### src/rtl/package_project_typedefs.sv
// Operation encodings shared by the integer execute units.
package package_project_typedefs;

   typedef enum logic [3:0] {
      ALU_ADD  = 4'd0,
      ALU_SUB  = 4'd1,
      ALU_SLL  = 4'd2,
      ALU_SLT  = 4'd3,
      ALU_SLTU = 4'd4,
      ALU_XOR  = 4'd5,
      ALU_SRL  = 4'd6,
      ALU_SRA  = 4'd7,
      ALU_OR   = 4'd8,
      ALU_AND  = 4'd9
   } AluControl;

   // Ordered like the RV32M funct3 field.
   typedef enum logic [2:0] {
      MD_MUL    = 3'd0,
      MD_MULH   = 3'd1,
      MD_MULHSU = 3'd2,
      MD_MULHU  = 3'd3,
      MD_DIV    = 3'd4,
      MD_DIVU   = 3'd5,
      MD_REM    = 3'd6,
      MD_REMU   = 3'd7
   } MulDivControl;

endpackage

### src/rtl/muldiv_unit.sv
// Radix-2 iterative multiplier/divider with RV32M semantics at width XLEN.
//
// state  | meaning
// S_IDLE | ready for a new operation
// S_BUSY | one shift-add or restoring subtract-shift step per cycle
// S_DONE | result registered, done pulses for one cycle
module muldiv_unit
   import package_project_typedefs::*;
#(
   parameter int XLEN = 32
) (
   input  logic              clk,
   input  logic              rst_n,
   input  MulDivControl      md_op,
   input  logic [XLEN-1:0]   in_a,
   input  logic [XLEN-1:0]   in_b,
   input  logic              start,
   input  logic              flush,
   output logic              ready,
   output logic              done,
   output logic [XLEN-1:0]   result,
   output logic              zero
);

   localparam int CW = $clog2(XLEN) + 1;

   typedef enum logic [1:0] {S_IDLE, S_BUSY, S_DONE} state_t;

   state_t              r_state, w_state_next;
   logic [CW-1:0]       r_cnt;
   logic [2*XLEN-1:0]   r_acc;
   logic [XLEN-1:0]     r_opd;
   MulDivControl        r_op;
   logic                r_neg;
   logic [XLEN-1:0]     r_result;

   logic                w_accept, w_is_div, w_a_signed, w_b_signed, w_sa, w_sb;
   logic                w_div_zero, w_ovf, w_special, w_neg_init;
   logic [XLEN-1:0]     w_mag_a, w_mag_b, w_special_res, w_final;
   logic [XLEN:0]       w_mul_sum, w_rem_sh, w_diff;
   logic                w_qbit;
   logic [2*XLEN-1:0]   w_acc_next, w_prod;
   logic [CW-1:0]       w_cnt_dec;

   assign w_accept  = (r_state == S_IDLE) && start && !flush;
   assign w_cnt_dec = r_cnt - 1'b1;

   always_comb begin
      w_is_div   = md_op inside {MD_DIV, MD_DIVU, MD_REM, MD_REMU};
      w_a_signed = md_op inside {MD_MULH, MD_MULHSU, MD_DIV, MD_REM};
      w_b_signed = md_op inside {MD_MULH, MD_DIV, MD_REM};
      w_sa       = w_a_signed && in_a[XLEN-1];
      w_sb       = w_b_signed && in_b[XLEN-1];
      w_mag_a    = w_sa ? -in_a : in_a;
      w_mag_b    = w_sb ? -in_b : in_b;
      w_neg_init = (md_op == MD_REM) ? w_sa : (w_sa ^ w_sb);
      w_div_zero = w_is_div && (in_b == '0);
      w_ovf      = (md_op inside {MD_DIV, MD_REM}) && (in_a == {1'b1, {(XLEN-1){1'b0}}})
                   && (in_b == '1);
      w_special  = w_div_zero || w_ovf;
      w_special_res = in_a;
      if (w_div_zero && (md_op inside {MD_DIV, MD_DIVU}))
         w_special_res = '1;
      else if (w_ovf && (md_op == MD_REM))
         w_special_res = '0;
   end

   // Multiply keeps {partial product, multiplier}; divide keeps {remainder, quotient}.
   always_comb begin
      w_mul_sum = {1'b0, r_acc[2*XLEN-1:XLEN]} + (r_acc[0] ? {1'b0, r_opd} : '0);
      w_rem_sh  = r_acc[2*XLEN-1:XLEN-1];
      w_diff    = w_rem_sh - {1'b0, r_opd};
      w_qbit    = w_rem_sh >= {1'b0, r_opd};
      if (r_op inside {MD_DIV, MD_DIVU, MD_REM, MD_REMU})
         w_acc_next = {(w_qbit ? w_diff[XLEN-1:0] : w_rem_sh[XLEN-1:0]),
                       r_acc[XLEN-2:0], w_qbit};
      else
         w_acc_next = {w_mul_sum, r_acc[XLEN-1:1]};
   end

   always_comb begin
      w_prod = r_neg ? -w_acc_next : w_acc_next;
      case (r_op)
         MD_MUL:                      w_final = w_prod[XLEN-1:0];
         MD_MULH, MD_MULHSU, MD_MULHU: w_final = w_prod[2*XLEN-1:XLEN];
         MD_DIV, MD_DIVU:             w_final = r_neg ? -w_acc_next[XLEN-1:0]
                                                      : w_acc_next[XLEN-1:0];
         default:                     w_final = r_neg ? -w_acc_next[2*XLEN-1:XLEN]
                                                      : w_acc_next[2*XLEN-1:XLEN];
      endcase
   end

   always_comb begin
      w_state_next = r_state;
      case (r_state)
         S_IDLE: if (w_accept) w_state_next = w_special ? S_DONE : S_BUSY;
         S_BUSY: begin
            if (flush)                w_state_next = S_IDLE;
            else if (w_cnt_dec == '0) w_state_next = S_DONE;
         end
         default: w_state_next = S_IDLE;
      endcase
   end

   always_ff @(posedge clk or negedge rst_n) begin
      if (!rst_n) begin
         r_state  <= S_IDLE;
         r_cnt    <= '0;
         r_acc    <= '0;
         r_opd    <= '0;
         r_op     <= MD_MUL;
         r_neg    <= 1'b0;
         r_result <= '0;
      end else begin
         r_state <= w_state_next;
         if (w_accept) begin
            r_op  <= md_op;
            r_neg <= w_neg_init;
            r_cnt <= w_special ? '0 : CW'(XLEN);
            r_acc <= {{XLEN{1'b0}}, (w_is_div ? w_mag_a : w_mag_b)};
            r_opd <= w_is_div ? w_mag_b : w_mag_a;
            if (w_special)
               r_result <= w_special_res;
         end else if (r_state == S_BUSY) begin
            if (flush) begin
               r_cnt <= '0;
            end else begin
               r_acc <= w_acc_next;
               r_cnt <= w_cnt_dec;
               if (w_cnt_dec == '0)
                  r_result <= w_final;
            end
         end
      end
   end

   assign ready  = (r_state == S_IDLE);
   assign done   = (r_state == S_DONE);
   assign result = r_result;
   assign zero   = (r_result == '0);

endmodule
### config.mk
export PLATFORM = sky130hd
export DESIGN_NAME = muldiv_unit
export DESIGN_NICKNAME = d
export VERILOG_FILES = /design/src/rtl/package_project_typedefs.sv /design/src/rtl/muldiv_unit.sv
export SDC_FILE = /design/constraint.sdc
export NUM_CORES = 1
export LEC_CHECK = 0
export ABC_AREA = 1
export CAP_MARGIN = 20
export CELL_PAD_IN_SITES_DETAIL_PLACEMENT = 0
export CELL_PAD_IN_SITES_GLOBAL_PLACEMENT = 1
export CORE_MARGIN = 5
export CORE_UTILIZATION = 39
export DETAILED_ROUTE_END_ITERATION = 8
export PLACE_DENSITY = 0.9
export SETUP_SLACK_MARGIN = 0.1
export SLEW_MARGIN = 20
export SYNTH_ARGS = -nofsm -noshare
export SYNTH_HDL_FRONTEND = slang
export SYNTH_SLANG_ARGS = --single-unit
### constraint.sdc
create_clock -name clk -period 3.9 [get_ports clk]
set_input_delay 0.78 -clock clk [delete_from_list [all_inputs] [get_ports clk]]
set_output_delay 0.78 -clock clk [all_outputs]
set_load 0.05 [all_outputs]
==> impl_metrics.toml, run 1 <==
[floorplanning]
initial_core_util_pct = 39.5
dieHeight_um = 222
io_pins = 106
core_area_mm2 = 0.0444
placementRows = 77
die_x_um = 222
fp.dieArea_mm2 = 0.0493

[placement]
io_buffers = 105
pre_cts_ws_ns = -0.178
dp_hpwl_um = 78900
gp_congestion = 1.08

[sta]
finalMaxSlewViolations = 0
finalSetupViolations = 0
whs_ns = 0.284
rsz0062_at_grt = "true"
fin_setup_tns_ns = 0
post-route-period-util_pct = 96.7
min_period_ns = 3.77
final.setup.worst_slack_ns = 0.127
final_hold_viol_count = 0
clock_skew_ns = 0.0168
max_slew_margin_pct = 41.3
max_freq_mhz = 265
tightest_slew_ns = 0.880

[yosys]
yosysSeqAreaShare_pct = 20.0
synth_nets = 3175
syn_area_per_cell_um2 = 5.79
synth_area_mm2 = 0.0176
synthFlopType = "dfrtp_1"
async_flop_share_pct = 100
synth.distinct_cells = 60
synth-edff-count = 0
synth_seq_cells = 140
yosysWarnings = 0
synthCells = 3031

[worst_setup_path]
path_delay_family = "simple AND/OR/NAND/NOR gates"
cp.arrival_ns = 4.15
crit_required_ns = 4.28
cp_common_cell = "nand2_1"
critPathCaptureType = "flip-flop"
slowest_stage = "dfrtp_1"
max_stage_delay_ns = 0.40
critical_path_buf_inv_count = 6
path_class = "flip-flop to flip-flop"
path_max_fanout = 19
worstSetupStartpointType = "flip-flop"

[power_and_ir_drop]
irDropWorstVdd_mv = 0.663
finalPower_mw = 28.7
p_leak_nw = 12.7
powerDensity_mw_per_mm2 = 1150

[clock_network]
numCtsBuffers = 17
clkTransAtPathRegs_ns = 0.08
cts_root_buffer = "clkbuf_16"
clock-sinks = 140
clockBufferDepth = 2
insertion_delay_ns = 0.50
cts_tree = "yes"
htreeDepth = 4

[drt]
dr.first_iter.drc_count = 2361
routedWlPerCell_um = 22.9
drc_errors = 0
wirelength_um = 95800
vias = 23100
vias_per_cell = 5.53
postRouteAntennaNets = 0
first_pass_iters = 6

[global_route]
grt_pass1_vias = 22100
grt_pass1_wl_um = 139000
grt.overflow.total = 0
antenna_found_initial = 5
grtUsageTotal_pct = 37.3
grt_max_degree = 72

[final_layout]
final_common_cell = "nand2_1"
drive_gt1_share_pct = 26.6
multi_input_area_mm2 = 0.0133
area_growth_pct = 42.2
regArea_mm2 = 0.00351
layout_common_cells = "855 x nand2_1, 497 x buf_4, 433 x inv_1, 260 x nor2_1, 206 x nand3_1"
fillers = 4571
fin_nets = 3714

[outcome]
outcome = "finished, final reports clean"

[min_path]
min_path_type = "primary input to asynchronous set/reset pin"

[run]
cap_viol_max_count = 0
per-stage QoR:
stage | instance area (um^2) | utilization, % | instances
2_1_floorplan | 17700 | - | 3031
3_3_place_gp | 22700 | 51.0 | 4097
3_5_place_dp | 22700 | 51.0 | 4097
4_1_cts | 23800 | 53.7 | 4148
5_1_grt | 24900 | 56.2 | 4175
6_report | 25000 | 56.2 | 4176
sequential cells by signal, indices dropped and copies added, names as in the netlist:
register,cells
r_acc,64
r_opd,32
result,32
r_cnt,6
r_op,3
r_state,2
r_neg,1
cells by family (layout without fill, tap and decap cells):
family	Yosys count	count (layout)	synth area share, %
AND/OR/NAND/NOR	1699	1699	42.0
buffers and inverters	578	1130	13.0
AO/OA/AOI/OAI	440	440	14.7
flip-flops	140	140	20.0
XOR/XNOR	101	101	5.04
adder cells (fa/ha/maj)	73	73	5.29
other	0	1	0
timing repair:
| action | in CTS | in global routing |
|---|---|---|
| setup buffers | 19 | 27 |
| gates resized for setup | 99 | 246 |
| hold buffers | 0 | 0 |
| gates cloned | 0 | 0 |
| endpoints found under the setup margin | 31 | 34 |
| pin swaps | 29 | 84 |
worst paths after layout:
| check | from | cells after the start | slack, ns | endpoint |
|---|---|---|---|---|
| worst max-delay path | r_opd[7] | 28 | 0.13 | result[15] |
| max in group asynchronous | rst_n | 2 | 2.68 | r_acc[29] |
| worst min-delay path | rst_n | 1 | 0.28 | result[7] |
| worst min register to register | r_op[0] | 2 | 0.51 | r_op[0] |
| worst max register to register | r_opd[7] | 28 | 0.13 | result[15] |
| min in group clk | r_op[0] | 2 | 0.51 | r_op[0] |
routing by layer:
layer / part of all wire, % / GRT usage (%)
met3: 8.1 / 7.10
met4: 7.9 / 21.4
met5: 0.027 / 0
met1: 38 / 45.8
met2: 45 / 61.2
where the power goes:
group | switching [mW] | total [mW] | internal, mW
clock network | 0.842 | 1.75 | 0.911
logic | 14.9 | 24.2 | 9.31
registers | 0.598 | 2.70 | 2.10
total | 16.4 | 28.7 | 12.3
Yosys cell counts, drive strengths merged (4+ instances only):
cell	instances	area share [%]
o21a	4	0.17
o211ai	12	0.54
o21ai	182	5.5
nand3	247	7.5
o221ai	17	0.85
xnor2	25	1.2
a22oi	18	0.77
o22ai	33	1.2
a21oi	132	3.8
ha	71	5.1
nor3	43	1.3
buf	37	1.4
a221oi	6	0.30
inv	480	10
a211oi	4	0.17
xor2	76	3.8
nand4	59	2.1
o21bai	6	0.26
a31oi	6	0.21
o2111ai	4	0.20
or2	14	0.50
dfrtp	140	20
nor2	344	8.3
clkbuf	60	1.3
nor4	13	0.46
nand3b	12	0.51
and2	6	0.21
nand2	959	21
layout make-up:
cell class	instances	area share [%]
Antenna cell	1	0.0100
Timing Repair Buffer	617	20.1
Multi-Input combinational cell	2313	53.2
Tap cell	592	2.97
Clock buffer	17	1.70
Clock inverter	15	0.687
Sequential cell	140	14.1
Inverter	481	7.25
No activity file was read; power rests on OpenSTA's default activity.
==> inputs of run 2 (changes only) <==
--- a/config.mk
+++ b/config.mk
@@ -10,9 +10,9 @@
 export CELL_PAD_IN_SITES_DETAIL_PLACEMENT = 0
 export CELL_PAD_IN_SITES_GLOBAL_PLACEMENT = 1
 export CORE_MARGIN = 5
-export CORE_UTILIZATION = 39
+export CORE_UTILIZATION = 38
 export DETAILED_ROUTE_END_ITERATION = 8
-export PLACE_DENSITY = 0.9
+export PLACE_DENSITY = 0.89
 export SETUP_SLACK_MARGIN = 0.1
 export SLEW_MARGIN = 20
 export SYNTH_ARGS = -nofsm -noshare
==> impl_metrics.toml, run 2 (synthesis results as in run 1) <==
[min_path]
min_path_type = "primary input to asynchronous set/reset pin"

[floorplanning]
fp.dieArea_mm2 = 0.0506
io_pins = 106
initial_core_util_pct = 38.5
dieHeight_um = 225
die_x_um = 225
core_area_mm2 = 0.0456
placementRows = 78

[clock_network]
htreeDepth = 4
cts_root_buffer = "clkbuf_16"
clockBufferDepth = 2
insertion_delay_ns = 0.47
hold_buffers = 0
clock-sinks = 140
clkTransAtPathRegs_ns = 0.07
cts_tree = "yes"
numCtsBuffers = 17

[placement]
gp_congestion = 1.08
place_inst = 4084
dp_hpwl_um = 72600
io_buffers = 105

[final_layout]
largest_reg_flops = 64
drive_gt1_share_pct = 26.2
antenna_cells = 0
regArea_mm2 = 0.00351
final_common_cell = "nand2_1"
fin_nets = 3704
fillers = 4595
area_growth_pct = 42.2
final_cells = 4173
layout_common_cells = "855 x nand2_1, 485 x buf_4, 436 x inv_1, 261 x nor2_1, 193 x nand3_1"
multi_input_area_mm2 = 0.0133
regMostFlops = "r_acc"

[outcome]
outcome = "finished with violations"
violations = "negative setup slack"

[drt]
first_pass_iters = 8
postRouteAntennaNets = 0
vias = 22800
dr.first_iter.drc_count = 2610
routedWlPerCell_um = 21.4
vias_per_cell = 5.47
drc_errors = 0
wirelength_um = 89300

[sta]
clock_skew_ns = 0.0105
rsz0062_at_grt = "true"
final_hold_viol_count = 0
tightest_slew_ns = 1.01
max_freq_mhz = 253
finalSetupViolations = 5
min_period_ns = 3.95
post-route-period-util_pct = 101
finalMaxSlewViolations = 0
final.setup.worst_slack_ns = -0.0462
max_slew_margin_pct = 32.7

[global_route]
grtUsageTotal_pct = 33.7
grt_pass1_wl_um = 129000
grt_max_degree = 90
antenna_found_initial = 1
grt_pass1_vias = 21300
grt.overflow.total = 0

[worst_setup_path]
path_max_fanout = 4
critPathCaptureType = "flip-flop"
worstSetupStartpointType = "flip-flop"
cp.arrival_ns = 4.31
path_class = "flip-flop to flip-flop"
slowest_stage = "dfrtp_1"
max_stage_delay_ns = 0.44
crit_required_ns = 4.26

[run]
cap_viol_max_count = 0
==> run 2: layout make-up <==
type / instances / share of cell area (%)
Inverter: 481 / 7.27
Tap cell: 600 / 3.01
Multi-Input combinational cell: 2313 / 53.5
Sequential cell: 140 / 14.1
Timing Repair Buffer: 607 / 19.9
Clock inverter: 13 / 0.526
Clock buffer: 19 / 1.77
==> run 2: worst paths after layout <==
path	startpoint	end	slack (ns)	cells past startpoint
max	r_acc[39]	result[6]	-0.05	29
min	rst_n	result[8]	0.40	1
max reg2reg	r_acc[39]	result[6]	-0.05	29
min reg2reg	r_op[0]	r_op[0]	0.51	2
max in group asynchronous	rst_n	r_acc[33]	2.65	2
min in group clk	r_op[0]	r_op[0]	0.51	2
==> run 2: metrics by stage <==
stage	cell area, um^2	setup WS [ns]	hold slack [ns]	util, %	TNS (ns)
2_1_floorplan	17700	0.129	0.454	-	0
3_3_place_gp	22500	-0.177	0.476	49.4	-2.47
3_5_place_dp	22500	-0.272	0.490	49.4	-3.15
4_1_cts	23600	-0.0214	0.434	51.9	-0.0321
5_1_grt	25000	-0.239	0.471	54.8	-2.72
6_report	25000	-0.0462	0.400	54.8	-0.116
==> run 2: what timing repair did <==
item                       4_1_cts  5_1_grt
buffers inserted                25       36
gates cloned                     0        0
setup endpoints to repair       23       34
resized for setup               82      276
pin swaps                       27       87
==> run 2: worst max-delay path, delay by kind of cell, from the launching register on <==
family / cells / cell delay [ns]
AOI/OAI and AO/OA: 2 / 0.35
and+or+nand+nor: 20 / 2.11
buffers and inverters: 5 / 0.41
adders and majority gates: 2 / 0.50
DFF: 1 / 0.44
==> run 2: layer usage <==
layer	vias to the layer above	part of all wire, %	GRT usage (%)
li1	10800	-	-
met1	10500	40	43.2
met2	1262	44	54.0
met3	288	9.2	5.98
met4	0	6.7	18.0
met5	-	0	0
Power of run 2 is not shown: default switching activity piles up to over one toggle a cycle in this logic, so the estimate is an artifact.
